==> src/rtl/vector_element_counter_if.sv <==
// Bundles the per-channel control inputs and beat outputs of vector_element_counter.
// The stall_cycles bus exists only when ELEMENT_COUNTER_PERF_EN is defined.
interface vector_element_counter_if #(
    parameter int NUM_COUNTERS = 2,
    parameter int VL_W         = 8,
    parameter int LANES        = 4,
    parameter int EPC_W        = $clog2(LANES) + 1
);
    logic [NUM_COUNTERS*VL_W-1:0]  vstart;
    logic [NUM_COUNTERS*VL_W-1:0]  vl;
    logic [NUM_COUNTERS*EPC_W-1:0] epc;
    logic [NUM_COUNTERS-1:0]       start;
    logic [NUM_COUNTERS-1:0]       stall;
    logic [NUM_COUNTERS-1:0]       ex_return;
    logic [NUM_COUNTERS-1:0]       clear;
    logic [NUM_COUNTERS-1:0]       busy;
    logic [NUM_COUNTERS*VL_W-1:0]  offset;
    logic [NUM_COUNTERS*LANES-1:0] lane_valid;
    logic [NUM_COUNTERS-1:0]       next_done;
    logic [NUM_COUNTERS-1:0]       done;
`ifdef ELEMENT_COUNTER_PERF_EN
    logic [NUM_COUNTERS*32-1:0]    stall_cycles;
`endif

    modport master (
`ifdef ELEMENT_COUNTER_PERF_EN
        input  stall_cycles,
`endif
        output vstart, vl, epc, start, stall, ex_return, clear,
        input  busy, offset, lane_valid, next_done, done
    );

    modport slave (
`ifdef ELEMENT_COUNTER_PERF_EN
        output stall_cycles,
`endif
        input  vstart, vl, epc, start, stall, ex_return, clear,
        output busy, offset, lane_valid, next_done, done
    );
endinterface

==> src/rtl/vector_element_counter.sv <==
// Multi-channel element sequencer: walks vstart..vl-1 at up to LANES elements per beat.
// Optional ELEMENT_COUNTER_PERF_EN adds a saturating per-channel stall-cycle counter.
module vector_element_counter #(
    parameter int NUM_COUNTERS = 2,
    parameter int VL_W         = 8,
    parameter int LANES        = 4,
    parameter int EPC_W        = $clog2(LANES) + 1
) (
    input logic                      CLK,
    input logic                      RST,
    vector_element_counter_if.slave  ctr_if
);
    typedef enum logic {IDLE = 1'b0, RUN = 1'b1} state_e;

    function automatic logic [EPC_W-1:0] clamp_epc(input logic [EPC_W-1:0] e);
        logic [EPC_W-1:0] r;
        if (e == {EPC_W{1'b0}}) begin
            r = EPC_W'(1);
        end else if (e > EPC_W'(LANES)) begin
            r = EPC_W'(LANES);
        end else begin
            r = e;
        end
        return r;
    endfunction

    logic [NUM_COUNTERS-1:0]       busy_s, next_done_s, done_s;
    logic [NUM_COUNTERS*VL_W-1:0]  offset_s;
    logic [NUM_COUNTERS*LANES-1:0] lane_s;
`ifdef ELEMENT_COUNTER_PERF_EN
    logic [NUM_COUNTERS*32-1:0]    stall_cycles_s;
`endif

    for (genvar c = 0; c < NUM_COUNTERS; c++) begin : g_ch
        state_e           state_q, state_d;
        logic [VL_W-1:0]  offset_q, offset_d, vl_q, vl_d;
        logic [EPC_W-1:0] epc_q, epc_d;
        logic [VL_W:0]    sum_s;
        logic             run_s, last_s;
        logic             start_s, stall_s, ex_s, clr_s;

        assign start_s = ctr_if.start[c];
        assign stall_s = ctr_if.stall[c];
        assign ex_s    = ctr_if.ex_return[c];
        assign clr_s   = ctr_if.clear[c];

        // One extra bit so offset+epc never wraps near 2^VL_W-1
        assign sum_s  = {1'b0, offset_q} + (VL_W+1)'(epc_q);
        assign run_s  = (state_q == RUN);
        assign last_s = (sum_s >= {1'b0, vl_q});

        // Next-state: clear beats ex_return beats start beats advance
        always_comb begin
            state_d  = state_q;
            offset_d = offset_q;
            vl_d     = vl_q;
            epc_d    = epc_q;
            if (clr_s) begin
                state_d  = IDLE;
                offset_d = {VL_W{1'b0}};
            end else if (ex_s) begin
                state_d = IDLE;
            end else begin
                case (state_q)
                    IDLE: begin
                        if (start_s) begin
                            state_d  = RUN;
                            offset_d = ctr_if.vstart[c*VL_W +: VL_W];
                            vl_d     = ctr_if.vl[c*VL_W +: VL_W];
                            epc_d    = clamp_epc(ctr_if.epc[c*EPC_W +: EPC_W]);
                        end else begin
                            state_d = IDLE;
                        end
                    end
                    RUN: begin
                        if (stall_s) begin
                            state_d = RUN;
                        end else if (last_s) begin
                            state_d = IDLE;
                        end else begin
                            offset_d = sum_s[VL_W-1:0];
                        end
                    end
                    default: state_d = IDLE;
                endcase
            end
        end

        // Channel state registers
        always_ff @(posedge CLK or posedge RST) begin
            if (RST) begin
                state_q  <= IDLE;
                offset_q <= {VL_W{1'b0}};
                vl_q     <= {VL_W{1'b0}};
                epc_q    <= EPC_W'(1);
            end else begin
                state_q  <= state_d;
                offset_q <= offset_d;
                vl_q     <= vl_d;
                epc_q    <= epc_d;
            end
        end

        assign busy_s[c]                   = run_s;
        assign offset_s[c*VL_W +: VL_W]    = offset_q;
        assign next_done_s[c]              = run_s && last_s;
        // An aborted final beat does not retire
        assign done_s[c]                   = run_s && last_s && !stall_s && !clr_s && !ex_s;

        for (genvar j = 0; j < LANES; j++) begin : g_lane
            assign lane_s[c*LANES+j] = run_s && (epc_q > EPC_W'(j)) &&
                                       (({1'b0, offset_q} + (VL_W+1)'(j)) < {1'b0, vl_q});
        end

`ifdef ELEMENT_COUNTER_PERF_EN
        logic [31:0] stc_q, stc_d;

        // Stall-cycle counter: zeroed by clear or an accepted start, saturates
        always_comb begin
            stc_d = stc_q;
            if (clr_s) begin
                stc_d = 32'd0;
            end else if (!run_s && start_s && !ex_s) begin
                stc_d = 32'd0;
            end else if (run_s && stall_s && (stc_q != 32'hFFFF_FFFF)) begin
                stc_d = stc_q + 32'd1;
            end else begin
                stc_d = stc_q;
            end
        end

        // Stall-cycle counter register
        always_ff @(posedge CLK or posedge RST) begin
            if (RST) begin
                stc_q <= 32'd0;
            end else begin
                stc_q <= stc_d;
            end
        end

        assign stall_cycles_s[c*32 +: 32] = stc_q;
`endif
    end

    assign ctr_if.busy       = busy_s;
    assign ctr_if.offset     = offset_s;
    assign ctr_if.lane_valid = lane_s;
    assign ctr_if.next_done  = next_done_s;
    assign ctr_if.done       = done_s;
`ifdef ELEMENT_COUNTER_PERF_EN
    assign ctr_if.stall_cycles = stall_cycles_s;
`endif
endmodule

==> src/flat_wrapper.sv <==
// flat-port wrapper written by rule: the top's interface ports become plain ports
module vector_element_counter_flat 
#(
    parameter int NUM_COUNTERS = 2,
    parameter int VL_W         = 8,
    parameter int LANES        = 4,
    parameter int EPC_W        = $clog2(LANES) + 1
)
  (CLK, RST, ctr_if_vstart, ctr_if_vl, ctr_if_epc, ctr_if_start, ctr_if_stall, ctr_if_ex_return, ctr_if_clear, ctr_if_busy, ctr_if_offset, ctr_if_lane_valid, ctr_if_next_done, ctr_if_done);
  vector_element_counter_if #(.NUM_COUNTERS(NUM_COUNTERS), .VL_W(VL_W), .LANES(LANES), .EPC_W(EPC_W)) ctr_if_i ();
  input logic CLK;
  input logic RST;
  input wire logic [$bits(ctr_if_i.vstart)-1:0] ctr_if_vstart;
  input wire logic [$bits(ctr_if_i.vl)-1:0] ctr_if_vl;
  input wire logic [$bits(ctr_if_i.epc)-1:0] ctr_if_epc;
  input wire logic [$bits(ctr_if_i.start)-1:0] ctr_if_start;
  input wire logic [$bits(ctr_if_i.stall)-1:0] ctr_if_stall;
  input wire logic [$bits(ctr_if_i.ex_return)-1:0] ctr_if_ex_return;
  input wire logic [$bits(ctr_if_i.clear)-1:0] ctr_if_clear;
  output wire logic [$bits(ctr_if_i.busy)-1:0] ctr_if_busy;
  output wire logic [$bits(ctr_if_i.offset)-1:0] ctr_if_offset;
  output wire logic [$bits(ctr_if_i.lane_valid)-1:0] ctr_if_lane_valid;
  output wire logic [$bits(ctr_if_i.next_done)-1:0] ctr_if_next_done;
  output wire logic [$bits(ctr_if_i.done)-1:0] ctr_if_done;
  assign ctr_if_i.vstart = ctr_if_vstart;
  assign ctr_if_i.vl = ctr_if_vl;
  assign ctr_if_i.epc = ctr_if_epc;
  assign ctr_if_i.start = ctr_if_start;
  assign ctr_if_i.stall = ctr_if_stall;
  assign ctr_if_i.ex_return = ctr_if_ex_return;
  assign ctr_if_i.clear = ctr_if_clear;
  assign ctr_if_busy = ctr_if_i.busy;
  assign ctr_if_offset = ctr_if_i.offset;
  assign ctr_if_lane_valid = ctr_if_i.lane_valid;
  assign ctr_if_next_done = ctr_if_i.next_done;
  assign ctr_if_done = ctr_if_i.done;
  vector_element_counter #(.NUM_COUNTERS(NUM_COUNTERS), .VL_W(VL_W), .LANES(LANES), .EPC_W(EPC_W)) u_core (.CLK(CLK), .RST(RST), .ctr_if(ctr_if_i));
endmodule
==> config.mk <==
export PLATFORM = sky130hd
export DESIGN_NAME = vector_element_counter_flat
export DESIGN_NICKNAME = d
export VERILOG_FILES = /design/src/rtl/vector_element_counter_if.sv /design/src/rtl/vector_element_counter.sv /design/src/flat_wrapper.sv
export SDC_FILE = /design/constraint.sdc
export NUM_CORES = 1
export LEC_CHECK = 0
export ABC_CLOCK_PERIOD_IN_PS = 4500
export BUFFER_PORTS_ARGS = -buffer_cell sky130_fd_sc_hd__buf_2
export CAP_MARGIN = 20
export CORE_ASPECT_RATIO = 1.75
export CORE_MARGIN = 3
export CORE_UTILIZATION = 28
export CTS_BUF_LIST = sky130_fd_sc_hd__clkbuf_8 sky130_fd_sc_hd__clkbuf_16
export DETAILED_ROUTE_END_ITERATION = 10
export GPL_TIMING_DRIVEN = 0
export SLEW_MARGIN = 20
export SYNTH_ARGS = -nofsm -noshare
export SYNTH_HDL_FRONTEND = slang
export SYNTH_SLANG_ARGS = --single-unit
==> constraint.sdc <==
create_clock -name CLK -period 4.5 [get_ports CLK]
set_clock_uncertainty 0.15 [all_clocks]
set_input_delay 0.9 -clock CLK [delete_from_list [all_inputs] [get_ports CLK]]
set_output_delay 0.9 -clock CLK [all_outputs]
set_load 0.01 [all_outputs]
## Word level (Yosys, flattened, before mapping)

Cells that the tools add are included.

| word-level totals | value |
|---|---|
| bits of input ports | 48 |
| register bits | 40 |
| word-level logic and storage cells | 114 |

| cells by class | value |
|---|---|
| add/subtract/negate cells | 8 |
| bitwise operators | 6 |
| reductions and logical operators | 36 |
| muxes and demuxes | 28 |
| eq/ne operators | 8 |
| $lt $le $gt $ge | 20 |

Operator list:

| cell | count |
|---|---|
| $mux 8 | 10 |
| $lt 9x8->1 | 6 |
| $add 8x2->9 const B | 4 |
| $pmux 8 s2 | 2 |
| $logic_and 1x1->1 | 24 |
| $add 8x1->9 const B | 2 |
| $add 8x3->9 | 2 |
| $ge 9x8->1 | 2 |
| $ne 3x3->1 const B | 6 |
| $lt 8x8->1 | 2 |
| $reduce_and 4->1 | 4 |
| $gt 3x1->1 const B | 4 |
| $gt 3x2->1 const B | 4 |
| $mux 3 | 4 |
| $mux 1 | 10 |
| $gt 3x3->1 const B | 2 |
| $logic_not 1->1 | 6 |
| $logic_not 3->1 | 2 |
| $not 1->1 | 6 |
| $ne 2x1->1 const B | 2 |
| $pmux 1 s2 | 2 |

## Longest topological paths before layout

Gate-level depths: netlist (run 1).

| depth | value |
|---|---|
| depth after elaboration | 7 |
| gate-level depth with buffers | 14 |

## Worst setup path before layout (run 1)

OpenSTA, ideal clock, no wires.

| timing | value |
|---|---|
| path type | flip-flop to output port |
| start point | reg u_core.g_ch[0].offset_q[0] |
| end point | out ctr_if_done[0] |
| path slack | 0.609 ns |
| required time | 3.450 ns |
| stages on the path, launching flop included | 12 |
| arrival | 2.841 ns |
| buffers on the path | 0 |
| cell sequence | dfrtp_1 > ha_1 > fa_1 > a21o_1 > nand3_1 > xnor2_1 > ha_1 > nand3_1 > nand2_1 > a311oi_4 > and2_0 > and2b_2 |

| on the way | value |
|---|---|
| longest elaborated chain between the ends | 6 |

Ends and longest elaborated chain:

| what | RTL line | text |
|---|---|---|
| start: declaration | vector_element_counter.sv:36 | `logic [VL_W-1:0] offset_q, offset_d, vl_q, vl_d;` |
| start signal: assignment | vector_element_counter.sv:93 | `offset_q <= {VL_W{1'b0}};` |
| start signal: assignment | vector_element_counter.sv:98 | `offset_q <= offset_d;` |
| $add 8x3->9 | vector_element_counter.sv:48 | `assign sum_s = {1'b0, offset_q} + (VL_W+1)'(epc_q);` |
| $ge 9x8->1 | vector_element_counter.sv:50 | `assign last_s = (sum_s >= {1'b0, vl_q});` |
| $logic_and 1x1->1 (4 in series) | vector_element_counter.sv:108 | `assign done_s[c] = run_s && last_s && !stall_s && !clr_s && !ex_s;` |
| end: declaration | flat_wrapper.sv:24 | `output wire logic [$bits(ctr_if_i.done)-1:0] ctr_if_done;` |

Every way passes these cells.

## Worst setup path after layout (run 1)

| timing | value |
|---|---|
| start point | reg u_core.g_ch[1].offset_q[0] |
| end point | out ctr_if_done[1] |

| on the way | value |
|---|---|
| longest elaborated chain between the ends | 6 |

Ends and longest elaborated chain:

| what | RTL line |
|---|---|
| start: declaration | vector_element_counter.sv:36 |
| start signal: assignment | vector_element_counter.sv:93 |
| start signal: assignment | vector_element_counter.sv:98 |
| $add 8x3->9 | vector_element_counter.sv:48 |
| $ge 9x8->1 | vector_element_counter.sv:50 |
| $logic_and 1x1->1 (4 in series) | vector_element_counter.sv:108 |

Every way passes these cells.

==> out/metrics.yaml, run 1 <==
numCtsBuffers: 5
max_slew_margin: 0.403
crit_top_cell: "ha_1"
synth_ff_type: "dfrtp_1"
synth_cells: 523
floorplan.initialDensity: 0.289
cp_max_fo: 4
grt.overflow.total: 0
startpoint_type: "flip-flop"
vias: 3997
clockBufferDepth: 2
ys_async_sr_fraction: 1.00
synth_cell_type_count: 56
port_buffers: 76
die_x_um: 102
grt_max_degree: 22
dp_cells: 786
die_y_um: 173
hold_viol_final: 0
wirelength_mm: 12.8
place_congestion: 0.848
required_ns: 3.45
worstPathCellList: "ha_1, fa_1, a21o_1, nand2_2, nor2_1, xor2_1, ha_1, and3_1, a221oi_1, o21a_1, and2_1, nor4_1, buf_2"
p_leak_nw: 2.74
tightest_slew_ns: 0.890
slowest_stage: "fa_1"
ys_ff_latch: 40
dr.pass1.iters: 6
syn-cell-area_um2: 4490
finalCritPeriodShare: 0.962
setup_violations: 0
dp_hpwl_mm: 10.7
die-area_um2: 17600
multi_input_comb_area_um2: 3260
num_io_pins: 78
nFillCells: 1632
syn-num-nets: 659
syn_to_final_growth_pct: 19.2
antenna_found_initial: 0
crit_arrival_ns: 3.28
first_iter_violations: 85
diodes: 0
rsz0062_at_grt: "false"
grt_pass1_wl_mm: 20.6
max_freq_ghz: 0.231
cellPowerDensity_nw_per_um2: 300
drive_gt1_frac: 0.218
num_rows: 60
wl_per_cell_um: 16.1
coreArea_um2: 15500
peakVddDrop_v: 0.000152
slowest_delay_ns: 0.43
drt_drc_violations_left: 0
cts_tree: "built"
hold_path_class: "flip-flop to flip-flop"
cts.sinks: 40
ff_latch_area_um2: 1010
gr-usage-all-layers: 0.149
avgSynthCellArea_um2: 8.58
clk-insertion-delay-late_ns: 0.29
synth_edf_count: 0
ant_nets: 0
ys_seq_area_frac: 0.224
mostFrequentLayoutCells: "buf_2, ha_1, nand2_1"
h-tree-depth: 2
via_per_inst: 5.02
end_kind: "primary output"
grt_pass1_vias: 3971
min_period_ns: 4.33
slew_violations: 0
tns_ns: 0
cts-root-buf: "clkbuf_16"
fin_nets: 745
crit_type: "flip-flop to primary output"
path_clk_slew_ns: 0.06
maxCapViolCount: 0
finalNonFillerCells: 796
yosysWarnings: 0
status: "complete, no violations"
[what timing repair did]
action / 4_1_cts / 5_1_grt
endpoints found under the setup margin: 4 / 4
setup buffers: 0 / 2
pin swaps: 0 / 1
resized for setup: 7 / 5
hold buffers: 0 / 0
[report_power, final]
group          leakage [nW]  internal, W  switching [W]
Combinational          2.15     0.000299       0.000402
Sequential            0.500     0.000413      0.0000551
Clock                0.0871     0.000278       0.000157
Total                  2.74     0.000990       0.000615
[through the flow]
step	cell area [µm²]	total power, W	setup WS (ns)	utilization	hold WS (ns)
after global routing	5350	0.00174	0.0154	0.344	0.391
after floorplan	4490	0.000946	0.609	-	0.372
after CTS	5320	0.00162	0.0302	0.342	0.435
after global placement	5100	0.00116	0.160	0.328	0.424
after detailed placement	5130	0.00117	0.117	0.330	0.425
final	5350	0.00161	0.171	0.344	0.366
[layout make-up]
class | instances | area share
clock inverter | 2 | 0.00725
buffer | 22 | 0.0222
multi-input combinational | 426 | 0.609
tap | 186 | 0.0435
inverter | 35 | 0.0246
sequential | 40 | 0.189
timing repair buffer | 79 | 0.0791
clock buffer | 6 | 0.0260
[critical path: cells and delay by family, from the launching register on]
kind                       cells  cell delay (ns)
buffers and inverters          1             0.16
xor gates and xnor gates       1             0.15
AOI/OAI and AO/OA              3             0.68
adders and majority gates      3             0.97
DFF                            1             0.41
and+or+nand+nor                5             0.63
[Yosys cell counts (4+ instances only)]
cell type / instances / area, µm²
mux2i_1: 10 / 100
nand3_1: 20 / 100
nand2b_1: 5 / 31.3
o21bai_1: 4 / 30.0
inv_1: 34 / 128
nand2_1: 47 / 176
mux2_2: 7 / 78.8
and2_1: 4 / 25.0
dfrtp_1: 38 / 951
o21ai_0: 35 / 175
clkbuf_1: 7 / 26.3
a21oi_1: 32 / 160
nand4_1: 5 / 31.3
xnor2_1: 23 / 201
ha_1: 86 / 1080
nor3_1: 12 / 60.1
o31ai_1: 7 / 52.6
nor2b_1: 5 / 31.3
xor2_1: 23 / 201
buf_2: 9 / 45.0
nor2_1: 34 / 128
a21o_1: 21 / 158
[state kept, by name (all words and copies together) (netlist names)]
signal,cells
u_core.g_ch.offset_q,16
u_core.g_ch.vl_q,16
u_core.g_ch.epc_q,6
u_core.g_ch.run_s,2
[logic make-up (layout without fill, tap and decap cells)]
logic type | Yosys count | in the layout | synth area share
simple gates | 153 | 153 | 0.166
compound gates | 122 | 122 | 0.176
fa+ha+maj | 88 | 88 | 0.249
buf+inv | 57 | 144 | 0.0558
xor+xnor | 46 | 46 | 0.0898
flops | 40 | 40 | 0.224
mux | 17 | 17 | 0.0399
[metal layers]
metal  global-route usage  vias to the layer above  wire length (µm)
met2                0.289                      100              7220
met4               0.0671                        0               525
li1                     -                     2022                 -
met5                    0                        -                 0
met3               0.0185                       22               437
met1                0.152                     1853              4650
[path summary, 6_finish.rpt]
check                                           start                         end  slack, ns  depth (start not counted)
setup reg to reg           u_core.g_ch[1].offset_q[0]  u_core.g_ch[1].offset_q[3]       0.87                         13
hold reg to reg            u_core.g_ch[1].offset_q[0]  u_core.g_ch[1].offset_q[0]       0.37                          2
hold / removal             u_core.g_ch[1].offset_q[0]  u_core.g_ch[1].offset_q[0]       0.37                          2
setup / recovery           u_core.g_ch[1].offset_q[0]              ctr_if_done[1]       0.17                         13
max in group asynchronous                         RST     u_core.g_ch[1].epc_q[0]       3.14                          3
min in group asynchronous                         RST      u_core.g_ch[0].vl_q[0]       0.49                          2
No activity file was read; power rests on OpenSTA's default activity.
==> run 2: changes to the inputs <==
Settings changed: CORE_UTILIZATION 28 to 40.
==> run 2 against run 1 <==
Against the previous run: worst hold slack improved by 0.052 ns; highest routed layer unchanged; total power decreased by 4.5%; cell count shrank 6.7%; design area fell by 1.8%; global-route usage rose by 6.2 points; core utilization rose by 14 points; non-clock buffer count is 3 higher; largest cell class unchanged; routed wire length increased by 1.2%; sequential share of layout area grew 0.34 points; critical endpoint unchanged.
==> out/metrics.yaml, run 2 (same netlist as run 1, synthesis figures left out) <==
mostFrequentLayoutCells: "ha_1, buf_2, nand2_1"
crit_cells: 13  # unchanged
num_io_pins: 78  # unchanged
peakVddDrop_v: 0.000182  # +20%
multi_input_comb_area_um2: 3250  # -0.23%
tightest_slew_ns: 0.844  # -0.0464 ns
hold_path_class: "flip-flop to flip-flop"
end_kind: "primary output"
status: "complete, no violations"
p_clk_frac: 0.233  # -0.038
internal-power_w: 0.000932  # -5.9%
max_slew_margin: 0.434  # +0.0311
hold_depth: 2  # unchanged
die_x_um: 86.1  # -15%
gr-usage-all-layers: 0.212  # +0.0623
vias: 4106  # +2.7%
rsz0062_at_grt: "false"
place_congestion: 0.920  # +8.5%
crit_family: "adder cells"
seq_power_share: 0.301  # +0.009
reg_top3: "u_core.g_ch.offset_q: 16 flops, u_core.g_ch.vl_q: 16 flops, u_core.g_ch.epc_q: 6 flops"
dr.pass1.iters: 5  # -1
floorplan.initialDensity: 0.415  # +0.126
clockBufferDepth: 2  # unchanged
diodes: 0  # unchanged
setup_violations: 0  # unchanged
cts-root-buf: "clkbuf_16"
crit_arrival_ns: 3.30  # +0.02 ns
first_iter_violations: 132  # +55%
wl_per_cell_um: 17.5  # +8.4%
power_frac_comb: 0.466  # +0.029
cts.sinks: 40  # unchanged
die_y_um: 146  # -16%
dp_hpwl_mm: 10.8  # +1.7%
port_buffers: 76  # unchanged
crit_top_cell: "ha_1"
cp_max_fo: 4  # unchanged
numCtsBuffers: 5  # unchanged
ff_latch_area_um2: 1010  # unchanged
required_ns: 3.45  # about the same
reg2regPathDepth: 14  # +1
switchingPower_w: 0.000601  # -2.3%
wirelength_mm: 13.0  # +1.2%
maxCapViolCount: 0  # unchanged
nFillCells: 1088  # -33%
r2r_setup_slack_ns: 0.89  # +0.02 ns
crit_type: "flip-flop to primary output"
fin_nets: 748  # +0.40%
slowest_stage: "fa_1"
hold_buffers: 0  # unchanged
h-tree-depth: 2  # unchanged
slowest_delay_ns: 0.43  # about the same
startpoint_type: "flip-flop"
tns_ns: 0  # unchanged
ant_nets: 0  # unchanged
grt_pass1_vias: 4167  # +4.9%
final_common_cell: "ha_1"
syn_to_final_growth_pct: 17.1
swShare: 0.392  # +0.00895
cellPowerDensity_nw_per_um2: 292  # -2.8%
clk-insertion-delay-late_ns: 0.28  # about the same
path_clk_slew_ns: 0.06  # about the same
critPathBufInv: 1  # unchanged
antenna_found_initial: 0  # unchanged
drt_drc_violations_left: 0  # unchanged
slew_violations: 0  # unchanged
cts_tree: "built"
min_period_ns: 4.35  # +0.0165 ns
hold_viol_final: 0  # unchanged
drive_gt1_frac: 0.215  # -0.00270
die-area_um2: 12600  # -29%
grt_max_degree: 28  # +27%
finalCritPeriodShare: 0.966  # +0.00366
max_freq_ghz: 0.230  # -0.38%
via_per_inst: 5.53  # +10%
grt_pass1_wl_mm: 21.0  # +1.9%
worst_hold_slack_ns: 0.418  # +0.0520 ns
coreArea_um2: 10800  # -30%
num_rows: 50  # -17%
grt.overflow.total: 0  # unchanged
worstPathCellList: "ha_1, fa_1, a21o_1, nand2_2, nor2_1, xor2_1, ha_1, and3_1, a221oi_1, o21a_1, and2_1, nor4_1, buf_2"
p_leak_nw: 2.74  # +0.19%
## run 2: area by class of cell
cell class | count | share of cell area
Clock inverter | 2 | 0.00143
Multi-Input combinational cell | 426 | 0.618
Timing Repair Buffer | 82 | 0.0834
Sequential cell | 40 | 0.192
Tap cell | 130 | 0.0310
Clock buffer | 6 | 0.0264
Inverter | 35 | 0.0250
Buffer | 22 | 0.0226
## run 2: final timing paths
kind                                         endpoint                       start
max                                    ctr_if_done[1]  u_core.g_ch[1].offset_q[0]
min                        u_core.g_ch[0].offset_q[0]  u_core.g_ch[0].offset_q[0]
max reg2reg                u_core.g_ch[1].offset_q[5]  u_core.g_ch[1].offset_q[0]
min reg2reg                u_core.g_ch[0].offset_q[0]  u_core.g_ch[0].offset_q[0]
max in group asynchronous     u_core.g_ch[0].epc_q[0]                         RST
min in group asynchronous      u_core.g_ch[1].vl_q[2]                         RST
## run 2: metrics by stage
stage | worst slack [ns] | cells | area [µm²] | utilization | total power, W
final | 0.154 | 743 | 5250 | 0.485 | 0.00153
after CTS | 0.0110 | 738 | 5210 | 0.481 | 0.00154
after global placement | 0.154 | 729 | 5030 | 0.465 | 0.00115
after detailed placement | 0.138 | 730 | 5050 | 0.467 | 0.00117
after floorplan | 0.609 | 523 | 4490 | - | 0.000946
after global routing | 0.0158 | 743 | 5250 | 0.485 | 0.00167
## run 2: metal layers
layer	track usage	vias to the layer above	part of all wire
met3	0.0203	39	0.031
met5	0	-	0
met4	0.117	0	0.054
met2	0.418	107	0.57
li1	-	2032	-
met1	0.203	1928	0.34
## run 2: repair_timing
action | CTS | global route
cloned | 0 | 0
pin swaps | 0 | 2
setup endpoints to repair | 4 | 3
setup buffers | 0 | 5
gates resized for setup | 6 | 4
## run 2: power by group through the flow
stage          Sequential [W]  Combinational (W)  Clock [W]
2_1_floorplan        0.000459           0.000487          0
3_3_place_gp         0.000468           0.000677          0
3_5_place_dp         0.000469           0.000703          0
4_1_cts              0.000463           0.000711   0.000370
5_1_grt              0.000468           0.000815   0.000387
6_report             0.000461           0.000714   0.000357
## run 2: worst reg2reg max path, stage by stage (launching register included)
cell      delay [ns]
dfrtp_2         0.41
ha_1            0.23
fa_1            0.43
a21o_1          0.25
nand2_2         0.13
nor2_1          0.06
xor2_1          0.15
ha_1            0.31
and3_1          0.17
a221oi_1        0.08
o21a_1          0.12
a31oi_1         0.48
buf_2           0.33
nand2_1         0.10
o41ai_1         0.08
